**src/rtl/seg7_pkg.sv**
```systemverilog
// Shared seven-segment constants: hex glyph table and output polarity helpers
// used by the scan driver and its decoder.
package seg7_pkg;

    // Active-high glyphs, bit order {g,f,e,d,c,b,a}.
    localparam logic [6:0] SEG7_TABLE [16] = '{
        7'h3F,  // 0
        7'h06,  // 1
        7'h5B,  // 2
        7'h4F,  // 3
        7'h66,  // 4
        7'h6D,  // 5
        7'h7D,  // 6
        7'h07,  // 7
        7'h7F,  // 8
        7'h6F,  // 9
        7'h77,  // A
        7'h7C,  // b
        7'h39,  // C
        7'h5E,  // d
        7'h79,  // E
        7'h71   // F
    };

    localparam int SEG7_MAX_DIGITS = 8;

    function automatic logic [6:0] seg_drive(input logic [6:0] on, input logic active_low);
        return active_low ? ~on : on;
    endfunction

    function automatic logic bit_drive(input logic on, input logic active_low);
        return active_low ? ~on : on;
    endfunction

    // One-hot anode pattern for up to eight digits; en=0 gives all-inactive.
    function automatic logic [SEG7_MAX_DIGITS-1:0] an_drive(
        input logic [2:0] idx,
        input logic       en,
        input logic       active_low
    );
        logic [SEG7_MAX_DIGITS-1:0] onehot;
        onehot = en ? (SEG7_MAX_DIGITS'(1) << idx) : '0;
        return active_low ? ~onehot : onehot;
    endfunction

endpackage

```
**src/rtl/seg7_decode.sv**
```systemverilog
// Combinational hex-nibble to seven-segment glyph decoder (active-high).
module seg7_decode
    import seg7_pkg::*;
(
    input  logic [3:0] nibble,
    output logic [6:0] seg
);

    assign seg = SEG7_TABLE[nibble];

endmodule

```
**src/rtl/seven_seg_scan_driver.sv**
```systemverilog
// Multiplexed seven-segment scan driver: double-buffered display value swapped
// at frame boundaries, per-digit enable, optional leading-zero blanking.
module seven_seg_scan_driver
    import seg7_pkg::*;
#(
    parameter int NUM_DIGITS          = 4,
    parameter int REFRESH_DIV         = 50000,
    parameter bit SEG_ACTIVE_LOW      = 1'b1,
    parameter bit AN_ACTIVE_LOW       = 1'b1,
    parameter bit BLANK_LEADING_ZEROS = 1'b0
) (
    input  logic                    clk,
    input  logic                    rst,
    input  logic                    load,
    input  logic [4*NUM_DIGITS-1:0] value,
    input  logic [NUM_DIGITS-1:0]   dp_in,
    input  logic [NUM_DIGITS-1:0]   digit_en,
    output logic [6:0]              seg,
    output logic                    dp,
    output logic [NUM_DIGITS-1:0]   an,
    output logic                    pending,
    output logic                    frame_done
);

    localparam int PW = (REFRESH_DIV > 1) ? $clog2(REFRESH_DIV) : 1;
    localparam int IW = (NUM_DIGITS > 1) ? $clog2(NUM_DIGITS) : 1;
    localparam logic [PW-1:0] PRESC_LAST = PW'(REFRESH_DIV - 1);
    localparam logic [PW-1:0] PRESC_PRE  = PW'(REFRESH_DIV - 2);
    localparam logic [IW-1:0] IDX_LAST   = IW'(NUM_DIGITS - 1);

    logic [PW-1:0]           presc_reg, presc_next;
    logic [IW-1:0]           idx_reg, idx_next;
    logic                    presc_tc;
    logic                    frame_end;
    logic [4*NUM_DIGITS-1:0] shadow_value_reg, active_value_reg;
    logic [NUM_DIGITS-1:0]   shadow_dp_reg, active_dp_reg;
    logic                    pending_reg;
    logic                    frame_done_reg;

    assign presc_tc  = (presc_reg == PRESC_LAST);
    assign frame_end = presc_tc && (idx_reg == IDX_LAST);

    always_comb begin
        presc_next = presc_reg + PW'(1);
        idx_next   = idx_reg;
        if (presc_tc) begin
            presc_next = '0;
            idx_next   = (idx_reg == IDX_LAST) ? '0 : idx_reg + IW'(1);
        end
    end

    // frame_done is predicted one cycle early so it is a clean register that
    // is high exactly during the boundary cycle.
    always_ff @(posedge clk) begin
        if (rst) begin
            presc_reg        <= '0;
            idx_reg          <= '0;
            shadow_value_reg <= '0;
            shadow_dp_reg    <= '0;
            active_value_reg <= '0;
            active_dp_reg    <= '0;
            pending_reg      <= 1'b0;
            frame_done_reg   <= 1'b0;
        end else begin
            presc_reg      <= presc_next;
            idx_reg        <= idx_next;
            frame_done_reg <= (presc_reg == PRESC_PRE) && (idx_reg == IDX_LAST);
            if (load) begin
                shadow_value_reg <= value;
                shadow_dp_reg    <= dp_in;
            end
            if (frame_end) begin
                active_value_reg <= load ? value : shadow_value_reg;
                active_dp_reg    <= load ? dp_in : shadow_dp_reg;
                pending_reg      <= 1'b0;
            end else if (load) begin
                pending_reg <= 1'b1;
            end
        end
    end

    logic [3:0]            nib [NUM_DIGITS];
    logic [NUM_DIGITS-1:0] lead_zero;
    logic [NUM_DIGITS-1:0] blank;
    logic                  zero_run;

    genvar gi;
    generate
        for (gi = 0; gi < NUM_DIGITS; gi++) begin : g_digit
            assign nib[gi] = active_value_reg[4*gi +: 4];
            if (gi == 0) begin : g_lsd
                assign blank[gi] = !digit_en[gi];
            end else begin : g_upper
                assign blank[gi] = !digit_en[gi] || (BLANK_LEADING_ZEROS && lead_zero[gi]);
            end
        end
    endgenerate

    // lead_zero[i]: nibble i and every nibble above it are zero.
    always_comb begin
        lead_zero = '0;
        zero_run  = 1'b1;
        for (int i = NUM_DIGITS - 1; i >= 0; i--) begin
            zero_run     = zero_run && (nib[i] == 4'h0);
            lead_zero[i] = zero_run;
        end
    end

    logic [3:0]                 cur_nib;
    logic                       cur_blank;
    logic                       cur_dp;
    logic [6:0]                 dec_seg;
    logic [SEG7_MAX_DIGITS-1:0] an_full;

    assign cur_nib   = nib[idx_reg];
    assign cur_blank = blank[idx_reg];
    assign cur_dp    = active_dp_reg[idx_reg];

    seg7_decode u_decode (
        .nibble (cur_nib),
        .seg    (dec_seg)
    );

    logic [6:0]            seg_reg;
    logic                  dp_reg;
    logic [NUM_DIGITS-1:0] an_reg;

    assign an_full = an_drive(3'(idx_reg), !(rst || cur_blank), AN_ACTIVE_LOW);

    // seg, dp and an all load on the same edge from the same index.
    always_ff @(posedge clk) begin
        if (rst || cur_blank) begin
            seg_reg <= seg_drive(7'h00, SEG_ACTIVE_LOW);
            dp_reg  <= bit_drive(1'b0, SEG_ACTIVE_LOW);
        end else begin
            seg_reg <= seg_drive(dec_seg, SEG_ACTIVE_LOW);
            dp_reg  <= bit_drive(cur_dp, SEG_ACTIVE_LOW);
        end
        an_reg <= an_full[NUM_DIGITS-1:0];
    end

    assign seg        = seg_reg;
    assign dp         = dp_reg;
    assign an         = an_reg;
    assign pending    = pending_reg;
    assign frame_done = frame_done_reg;

endmodule

```
**config.mk**
```make
export PLATFORM = sky130hd
export DESIGN_NAME = seven_seg_scan_driver
export DESIGN_NICKNAME = d
export VERILOG_FILES = /design/src/rtl/seg7_pkg.sv /design/src/rtl/seg7_decode.sv /design/src/rtl/seven_seg_scan_driver.sv
export SDC_FILE = /design/constraint.sdc
export NUM_CORES = 1
export LEC_CHECK = 0
export BUFFER_PORTS_ARGS = -buffer_cell sky130_fd_sc_hd__buf_2
export CAP_MARGIN = 15
export CORE_MARGIN = 1.5
export CORE_UTILIZATION = 45
export CTS_CLUSTER_DIAMETER = 120
export DETAILED_ROUTE_END_ITERATION = 10
export PLACE_DENSITY = 0.74
export REMOVE_ABC_BUFFERS = 1
export SLEW_MARGIN = 20
export SYNTH_ARGS = -nofsm -noshare
export SYNTH_HDL_FRONTEND = slang
export SYNTH_SLANG_ARGS = --single-unit
```
**constraint.sdc**
```tcl
create_clock -name clk -period 2.2 [get_ports clk]
set_clock_uncertainty 0.2 [all_clocks]
set_input_delay 0.33 -clock clk [delete_from_list [all_inputs] [get_ports clk]]
set_output_delay 0.33 -clock clk [all_outputs]
set_load 0.01 [all_outputs]
```
==> out/qor.txt, run 1 <==
Leakage power: 1.568 nW
Layout cell share with drive strength beyond 1: 29.07%
Number of global-route vias before repair: 2094
CTS Sinks: 72
Mux contribution to synthesized area: 20.54%
Hold Path Depth: 3
Post-CTS Setup Inserts: 0
GP Congestion: 0.8015
XOR/XNOR Fraction of Synth Area: 3.293%
Non-Filler Instances: 440
Synth cell count leaders: dfxtp_1, nor2_1, nor2b_1
Hold/Removal Path Class: in -> reg
CTS max path bufs: 2
Largest area contributor in the netlist: dfxtp_1
Io pins: 41
Switch share: 24.17%
N_diodes: 0
HP Start: value[1]
Outcome: completed
Core area: 6832 sq um
Fin. max-slew vios: 0
Post-synthesis sequential area ratio: 45.16%
Reg2Reg Depth: 5
Die height: 87.22 microns
Critical Path Start Type: register
Final setup violation count: 0
Adder-Cell Fraction of Synth Area: 4.704%
Initial antenna violation count: 0
CP arrival: 2.10 ns
Detailed Route WL: 5.771 mm
Number of synthesized flops with an enable pin: 0
IO Port Bufs: 40
Clock share of power: 39.1%
Crit Path Max Fanout: 10
Htree depth: 3
Final instance area: 3697 sq um
Syn_area_per_cell: 10.82 sq um
Final period util: 93.73%
DP HPWL: 4.058 mm
Vias/cell: 4.914
Peak supply drop: 0.0004377 V
Pwr dens: 656.0 nW/um^2
Placed Cells: 423
# DRC: 0
Via count: 2162
# rows: 30
Root Buffer: clkbuf_8
Mapped Area: 3192 sq um
Total GRT Usage: 16.34%
Internal: 0.001839 W
CTS tree: built
Fin crit period: 2.062 ns
CP Data Required Time: 2.23 ns
Reg power frac: 55.6%
Clk slew on worst S/H paths: 0.08 ns
Worst-Skew Late Latency: 0.34 ns
Final net count: 378
First-pass GRT wire length: 9.639 mm
Count leader, synth: dfxtp_1
Comb pwr share: 5.3%
GRT overflow: 0
Psw: 0.0005864 W
Synth warn: 0
Synth Register Bits: 72
Crit path capture type: register
Peak Freq: 484.9 MHz
Post-synth cell types: 41
Final setup TNS: 0 ns
R2R Path Start: presc_reg[0]
Top FF cell, synth: dfxtp_1
Rel. slew slack: 68.79%
Critical path class: reg -> reg
Yosys top cell area share: 45.16%
Gate Count Post-Synth: 295
Die Area: 7607 sq um
Detailed Routing Iterations Pass 1: 4
Die width: 87.22 microns
Compound-gate portion of the synthesized area: 3.763%
Largest net degree at the start of global routing: 25
Hold Path Sink: shadow_value_reg[1]
Post-synth ARST share: 0%
Largest family of logic cells by synthesized area: multiplexers
Num CTS Buffers: 9
Max-Cap Viols: 0
WHS: 0.07025 ns
Overall power: 0.002426 W
R2r endpoint: active_value_reg[2]
Placed instance area: 3503 sq um
Reg2Reg Setup Slack: 0.14 ns
Count of final hold-check violations: 0
1st-iter DRT viols: 73
Avg WL per Cell: 13.12 microns
Post-route ant nets: 0
Main area contributors after synthesis: dfxtp_1, mux2_4, mux2i_1
Synth Area in Simple Gates: 18.82%
RSZ-0062 raised after global routing: false
Initial core utilization: 46.72%
Worst-margin pin slew: 0.4682 ns
Area Overhead vs Synth: 15.84%
## worst max path at each step
| stage | endpoint | depth (start not counted) | from | slack, ns |
|---|---|---|---|---|
| after detailed placement | seg[1] | 6 | idx_reg[0] | 0.09 |
| after CTS | seg[1] | 6 | idx_reg[0] | 0.07 |
| after global routing | active_value_reg[4] | 5 | presc_reg[0] | 0.04 |
| final | active_value_reg[2] | 5 | presc_reg[0] | 0.14 |
| after floorplan | seg[1] | 6 | idx_reg[0] | -0.01 |
| after global placement | active_value_reg[4] | 5 | presc_reg[0] | 0.13 |
## kinds of logic (layout without fill, tap and decap cells)
family	after synthesis	after routing
simple gates	108	109
flops	72	72
mux	48	48
buf+inv	25	73
compound gates	18	18
fa+ha+maj	12	12
xor+xnor	12	12
## routing by layer
layer / GRT usage [%] / share of wire (%) / vias up
met5: 0 / 0 / -
met4: 6.494 / 1.8 / 0
met2: 25.86 / 46 / 38
met1: 20.72 / 47 / 1007
met3: 5.213 / 4.4 / 13
li1: - / - / 1104
## worst max-delay path, cell delays in order, from the launching register on
cell and delay [ns]:
dfxtp_1 0.39, ha_1 0.23, and3_1 0.27, nand4_4 0.17
or2_4 0.37, mux2_4 0.32
## final cells by class
type	instances	area [sq um]
flip-flops and latches	72	1443
repair buffers	49	280.3
clock buffers	10	137.6
inverters	8	30.03
clock inverters	6	43.79
well taps	96	120.1
fillers	628	3134
multi-input cells	199	1643
## power groups by stage
stage / logic (W) / registers, W / clock network (W)
after floorplan: 0.0000543 / 0.00138 / 0
after global placement: 0.000126 / 0.00138 / 0
after detailed placement: 0.000130 / 0.00138 / 0
after CTS: 0.000130 / 0.00135 / 0.000973
after global routing: 0.000144 / 0.00135 / 0.00103
final: 0.000128 / 0.00135 / 0.000948
## cell usage in the layout, fill, tap and decap left out, drive strengths merged, types with 7 or more instances in the layout
master / instances
nand4: 7
inv: 9
nand2: 10
nor2b: 23
buf: 49
nand3: 8
dfxtp: 72
mux2i: 22
clkbuf: 10
ha: 12
mux2: 20
nor2: 40
## stage by stage
step                setup slack, ns  util (%)
global route                0.03731     54.12
global placement             0.1301     51.28
detailed placement          0.08702     51.28
CTS                         0.07244     53.94
finish                       0.1379     54.12
floorplan                  -0.01043         -
## timing repair
| action | CTS | global route |
|---|---|---|
| hold buffers | 0 | 0 |
| hold endpoints to repair | 0 | 0 |
| setup endpoints to repair | 0 | 18 |
| gates resized for setup | 0 | 3 |
(Power assumes the default switching activity.)
==> run 2: changes to the inputs <==
--- a/config.mk
+++ b/config.mk
@@ -5,6 +5,7 @@
 export SDC_FILE = /design/constraint.sdc
 export NUM_CORES = 1
 export LEC_CHECK = 0
+export ABC_AREA = 1
 export BUFFER_PORTS_ARGS = -buffer_cell sky130_fd_sc_hd__buf_2
 export CAP_MARGIN = 15
 export CORE_MARGIN = 1.5
@@ -13,7 +14,6 @@
 export DETAILED_ROUTE_END_ITERATION = 10
 export PLACE_DENSITY = 0.74
 export REMOVE_ABC_BUFFERS = 1
-export SLEW_MARGIN = 20
 export SYNTH_ARGS = -nofsm -noshare
 export SYNTH_HDL_FRONTEND = slang
 export SYNTH_SLANG_ARGS = --single-unit
==> constraint.sdc (replaced) <==
create_clock -name clk -period 2.2 [get_ports clk]
set_clock_uncertainty 0.2 [all_clocks]
set_input_delay 0.44 -clock clk [delete_from_list [all_inputs] [get_ports clk]]
set_output_delay 0.44 -clock clk [all_outputs]
set_load 0.01 [all_outputs]
==> out/qor.txt, run 2 <==
Outcome: completed
Hold/Removal Path Class: in -> reg
Gate Count Post-Synth: 489 (+66%)
Yosys top cell area share: 43.67% (-1.5 points)
Most common cell after layout, fill and taps aside: nand2_1
CTS Sinks: 72 (unchanged)
Pwr dens: 687.1 nW/um^2 (+4.7%)
Detailed Routing Iterations Pass 1: 4 (unchanged)
First-pass GRT wire length: 10.98 mm (+14%)
# DRC: 0 (unchanged)
GR Layer Usage met2: 29.41% (+3.5 points)
Num CTS Buffers: 9 (unchanged)
Peak Freq: 491.6 MHz (+1.4%)
Via count: 2867 (+33%)
Synth cell count leaders: nand2_1, inv_1, dfxtp_1
Area Overhead vs Synth: 14.97%
Final setup TNS: 0 ns (unchanged)
Die Area: 7858 sq um (+3.3%)
Post-synth cell types: 25 (-39%)
GRT overflow: 0 (unchanged)
Mapped Area: 3301 sq um (+3.4%)
Count leader, synth: nand2_1
CP cell instances: inv_2 -> nand3_1 -> nand2_1 -> inv_1 -> ha_1 -> inv_1 -> nor2_1 -> a21oi_1 -> nand2_1
Syn_area_per_cell: 6.750 sq um (-38%)
Count of final hold-check violations: 0 (unchanged)
Post-synthesis sequential area ratio: 43.67% (-1.5 points)
Critical path class: reg -> reg
Crit-path max cell delay: 0.57 ns (+0.18 ns)
Die height: 88.65 microns (+1.6%)
Crit path capture type: register
Final period util: 92.47% (-1.3 points)
Core area: 7176 sq um (+5.0%)
Met3 GRT Util: 3.545% (-1.7 points)
Vias/cell: 4.515 (-8.1%)
Leakage power: 2.071 nW (+32%)
Clk slew on worst S/H paths: 0.08 ns (about the same)
Die width: 88.65 microns (+1.6%)
R2R Path Start: idx_reg[1]
Fin. max-slew vios: 0 (unchanged)
Peak supply drop: 0.0002605 V (-40%)
N_diodes: 0 (unchanged)
GR peak layer: met2
Hold buffer count at CTS: 0 (unchanged)
IO Port Bufs: 40 (unchanged)
Crit Path Max Fanout: 10 (unchanged)
Rel. slew slack: 70.54% (+1.8 points)
Layout cell share with drive strength beyond 1: 13.99% (-15 points)
Reg2Reg Setup Slack: 0.17 ns (+0.03 ns)
CTS max path bufs: 2 (unchanged)
RSZ-0062 raised after global routing: false
Final core occ: 52.89% (-1.2 points)
Critical Path Start Type: register
Largest area contributor in the netlist: dfxtp_1
CP max stage cell: dfxtp_1
Initial core utilization: 46.00% (-0.72 points)
DP HPWL: 4.609 mm (+14%)
Crit. Startpoint: idx_reg[1]
Htree depth: 3 (unchanged)
Final setup violation count: 0 (unchanged)
Worst-margin pin slew: 0.4414 ns (-0.02678 ns)
Reg2Reg Depth: 9 (+4)
Top FF cell, synth: dfxtp_1
Root Buffer: clkbuf_8
Total GRT Usage: 18.07% (+1.7 points)
Avg WL per Cell: 10.45 microns (-20%)
CP arrival: 2.13 ns (+0.03 ns)
Worst setup path endpoint: seg[5]
CP Data Required Time: 2.29 ns (+0.06 ns)
Synth Register Bits: 72 (unchanged)
GP Congestion: 0.8568 (+6.9%)
Largest net degree at the start of global routing: 23 (-8.0%)
Detailed Route WL: 6.636 mm (+15%)
Post-synth ARST share: 0% (unchanged)
Post-route ant nets: 0 (unchanged)
Max-Cap Viols: 0 (unchanged)
Commonest non-fill, non-tap cells in the layout: nand2_1, inv_1, dfxtp_1
Number of synthesized flops with an enable pin: 0 (unchanged)
1st-iter DRT viols: 153 (+110%)
Synth warn: 0 (unchanged)
# rows: 31 (+3.3%)
Io pins: 41 (unchanged)
Final net count: 570 (+51%)
WHS: 0.1512 ns (+0.08091 ns)
Cts repair resizes: 0 (unchanged)
Post-CTS Setup Inserts: 0 (unchanged)
Number of global-route vias before repair: 2545 (+22%)
CTS tree: built
Worst-Skew Late Latency: 0.34 ns (about the same)
R2r endpoint: seg[5]
Met1 GRT Util: 22.94% (+2.2 points)
Main area contributors after synthesis: dfxtp_1, nand2_1, inv_1
Initial antenna violation count: 0 (unchanged)
Fin crit period: 2.034 ns (-0.02785 ns)
==> run 2: cell count changes after synthesis, moves of 20 or more <==
cell | previous run | this run
mux2_4 | 20 | 0
nor2b_1 | 23 | 0
nand3_1 | 8 | 31
inv_1 | 8 | 76
mux2i_1 | 22 | 0
nand2_1 | 10 | 196
==> run 2: worst min path at each step <==
| stage | start | endpoint | slack, ns | depth (start not counted) |
|---|---|---|---|---|
| after floorplan | presc_reg[0] | presc_reg[0] | 0.23 | 1 |
| after global placement | presc_reg[0] | presc_reg[0] | 0.24 | 1 |
| after detailed placement | presc_reg[0] | presc_reg[0] | 0.27 | 1 |
| after CTS | rst | idx_reg[1] | 0.14 | 2 |
| after global routing | rst | idx_reg[1] | 0.14 | 2 |
| final | rst | idx_reg[1] | 0.15 | 2 |
==> run 2: logic make-up (layout without fill, tap and decap cells) <==
logic type                 count (synthesis)  count (layout)  share of synthesized area, %
and+or+nand+nor                          285             285                         35.48
buffers and inverters                     96             143                         11.90
DFF                                       72              72                         43.67
AOI/OAI and AO/OA                         18              18                         2.805
adders and majority gates                 12              12                         4.549
xor gates and xnor gates                   6               6                         1.592
==> run 2: stage by stage <==
stage | instance area [sq um] | instances | power [W] | setup WS (ns)
final | 3795 | 635 | 0.002607 | 0.1657
after global routing | 3795 | 635 | 0.002714 | 0.03672
after CTS | 3795 | 635 | 0.002621 | 0.1472
after detailed placement | 3577 | 619 | 0.001526 | 0.2014
after global placement | 3577 | 619 | 0.001521 | 0.2358
after floorplan | 3216 | 475 | 0.001460 | 0.2299
==> run 2: power by group <==
part	switching (W)	internal [W]
sequential	0.0000114	0.00134
combinational	0.0000895	0.0000570
clock	0.000466	0.000647
==> run 2: routing by layer <==
layer | vias to the layer above | wire length, microns | part of all wire [%]
li1 | 1539 | - | -
met1 | 1251 | 3198 | 48
met2 | 64 | 3015 | 45
met3 | 13 | 299 | 4.5
met4 | 0 | 122 | 1.8
met5 | - | 0 | 0
==> run 2: layout make-up <==
| type | count | area, sq um |
|---|---|---|
| fillers | 724 | 3381 |
| multi-input cells | 321 | 1466 |
| flip-flops and latches | 72 | 1441 |
| inverters | 82 | 307.8 |
| repair buffers | 45 | 237.7 |
| clock buffers | 14 | 182.7 |
| well taps | 99 | 123.9 |
| clock inverters | 2 | 35.03 |
==> run 2: critical path, delay by kind of cell, from the launching register on <==
| kind | cells | cell delay [ns] |
|---|---|---|
| flip-flops | 1 | 0.57 |
| buffers and inverters | 3 | 0.43 |
| AO/OA/AOI/OAI | 1 | 0.09 |
| AND/OR/NAND/NOR | 4 | 0.47 |
| adder cells (fa/ha/maj) | 1 | 0.23 |
==> run 3: changes to the inputs <==
--- a/config.mk
+++ b/config.mk
@@ -12,7 +12,7 @@
 export CORE_UTILIZATION = 45
 export CTS_CLUSTER_DIAMETER = 120
 export DETAILED_ROUTE_END_ITERATION = 10
-export PLACE_DENSITY = 0.74
+export PLACE_DENSITY_LB_ADDON = 0.12
 export REMOVE_ABC_BUFFERS = 1
 export SYNTH_ARGS = -nofsm -noshare
 export SYNTH_HDL_FRONTEND = slang
==> out/qor.txt, run 3 (synthesis results as in run 2) <==
Clk slew on worst S/H paths: 0.08 ns (about the same)
# rows: 31 (unchanged)
Overall power: 0.002647 W (+1.5%)
Initial core utilization: 46.00% (unchanged)
Crit-path max cell delay: 0.32 ns (-0.25 ns)
Reg2Reg Depth: 10 (+1)
Post-route ant nets: 0 (unchanged)
Crit Path Max Fanout: 15 (+5)
Rel. slew slack: 65.35% (-5.2 points)
Crit. Startpoint: idx_reg[0]
Via count: 2853 (-0.49%)
Comb pwr share: 5.6% (about the same)
Met1 GRT Util: 24.05% (+1.1 points)
# DRC: 0 (unchanged)
Avg WL per Cell: 10.47 microns (+0.15%)
Peak Freq: 512.8 MHz (+4.3%)
Worst-Skew Late Latency: 0.35 ns (about the same)
WP depth: 10 (+1)
R2r endpoint: seg[5]
CTS max path bufs: 2 (unchanged)
Clock share of power: 43.6% (+0.9 points)
Largest net degree at the start of global routing: 23 (unchanged)
Htree depth: 3 (unchanged)
IO Port Bufs: 40 (unchanged)
DP HPWL: 4.570 mm (-0.84%)
Area Overhead vs Synth: 15.12%
Reg power frac: 50.9% (-0.8 points)
Final setup violation count: 0 (unchanged)
Crit path capture type: register
Core area: 7176 sq um (unchanged)
Max-Cap Viols: 0 (unchanged)
Peak supply drop: 0.0003437 V (+32%)
Internal: 0.002033 W (-0.37%)
Initial antenna violation count: 0 (unchanged)
Pwr dens: 696.7 nW/um^2 (+1.4%)
CP cell instances: buf_4 -> nand2_1 -> nand3_1 -> nand2_1 -> inv_1 -> ha_1 -> inv_1 -> nor2_1 -> a21oi_1 -> nand2_1
Total GRT Usage: 18.10% (+0.034 points)
CTS tree: built
GR peak layer: met2
GRT overflow: 0 (unchanged)
Detailed Routing Iterations Pass 1: 4 (unchanged)
Io pins: 41 (unchanged)
GR Layer Usage met2: 28.17% (-1.2 points)
Die Area: 7858 sq um (unchanged)
CP Data Required Time: 2.24 ns (-0.05 ns)
CTS Sinks: 72 (unchanged)
1st-iter DRT viols: 97 (-37%)
CP arrival: 1.99 ns (-0.14 ns)
CP dominant cell by count: nand2_1
Root Buffer: clkbuf_8
GP Congestion: 0.8641 (+0.85%)
Reg2Reg Setup Slack: 0.25 ns (+0.08 ns)
Fin crit period: 1.950 ns (-0.08406 ns)
R2R Path Start: idx_reg[0]
Die height: 88.65 microns (unchanged)
Met3 GRT Util: 3.731% (+0.19 points)
RSZ-0062 raised after global routing: false
Critical Path Start Type: register
CP max stage cell: dfxtp_1
Count of final hold-check violations: 0 (unchanged)
Outcome: completed
Critical path class: reg -> reg
Worst setup path endpoint: seg[5]
Fin. max-slew vios: 0 (unchanged)
Number of global-route vias before repair: 2449 (-3.8%)
Final setup TNS: 0 ns (unchanged)
Detailed Route WL: 6.646 mm (+0.15%)
Layout cell share with drive strength beyond 1: 14.37% (+0.37 points)
Worst-margin pin slew: 0.5192 ns (+0.07784 ns)
CP delay by family, top: simple AND/OR/NAND/NOR gates
Most common cell after layout, fill and taps aside: nand2_1
Num CTS Buffers: 9 (unchanged)
Final period util: 88.65% (-3.8 points)
N_diodes: 0 (unchanged)
First-pass GRT wire length: 10.94 mm (-0.37%)
Leakage power: 2.069 nW (about the same)
Final net count: 570 (unchanged)
Buffers and inverters on the worst path: 3 (unchanged)
Psw: 0.0006146 W (+8.3%)
Die width: 88.65 microns (unchanged)
Vias/cell: 4.493 (-0.49%)
Commonest non-fill, non-tap cells in the layout: nand2_1, inv_1, dfxtp_1
Hold/Removal Path Class: in -> reg
Switch share: 23.22% (+1.5 points)
run 3: cell types whose count changed in the layout (fill, tap and decap cells not counted), sizes merged:
| cell | delta |
|---|---|
| bufinv | +1 |
| clkbuf | -5 |
| clkinv | +2 |
| clkinvlp | +1 |
| inv | +1 |
run 3: worst reg2reg max path, stage by stage (launching register included):
cell	delay [ns]
dfxtp_1	0.32
buf_4	0.19
nand2_1	0.08
nand3_1	0.07
nand2_1	0.22
inv_1	0.12
ha_1	0.26
inv_1	0.09
nor2_1	0.05
a21oi_1	0.19
nand2_1	0.07
run 3: repair_timing:
action / CTS / global route
buffers inserted: 0 / 0
gates resized for setup: 0 / 2
hold buffers: 0 / 0
endpoints found under the setup margin: 0 / 4
run 3: worst min-delay path by stage:
stage / from / endpoint / slack [ns] / cells after the start
6_report: rst / idx_reg[1] / 0.16 / 2
5_1_grt: rst / idx_reg[1] / 0.15 / 2
4_1_cts: rst / idx_reg[1] / 0.15 / 2
3_5_place_dp: presc_reg[15] / presc_reg[15] / 0.27 / 2
3_3_place_gp: presc_reg[0] / presc_reg[0] / 0.25 / 1
2_1_floorplan: presc_reg[0] / presc_reg[0] / 0.23 / 1
run 3: cell type report:
type / count / area, sq um
sequential: 72 / 1443
multi-input combinational: 321 / 1466
tap: 99 / 123.9
timing repair buffer: 45 / 237.7
inverter: 82 / 310.3
clock buffer: 9 / 123.9
fill: 730 / 3376
clock inverter: 7 / 95.09
run 3: power groups by stage:
stage                     Clock (W)  Sequential, W  Combinational (W)
after floorplan                   0        0.00138          0.0000797
after global placement            0        0.00138           0.000147
after CTS                   0.00118        0.00135           0.000149
after detailed placement          0        0.00138           0.000148
final                       0.00115        0.00135           0.000147
after global routing        0.00124        0.00135           0.000170
run 3: metrics by stage:
step | utilization (%) | worst slack [ns] | cell area (sq um) | cells | hold slack, ns
after global routing | 52.96 | 0.05829 | 3800 | 635 | 0.1503
final | 52.96 | 0.2498 | 3800 | 635 | 0.1586
after global placement | 49.85 | 0.1900 | 3577 | 619 | 0.2467
after floorplan | - | 0.2299 | 3216 | 475 | 0.2297
after CTS | 52.90 | 0.1453 | 3796 | 635 | 0.1526
after detailed placement | 49.85 | 0.1690 | 3577 | 619 | 0.2686
run 3: per-layer routing:
metal  up-vias  share of wire (%)
met3         9                4.8
met1      1237                 50
li1       1542                  -
met5         -                  0
met4         0                1.2
met2        65                 44
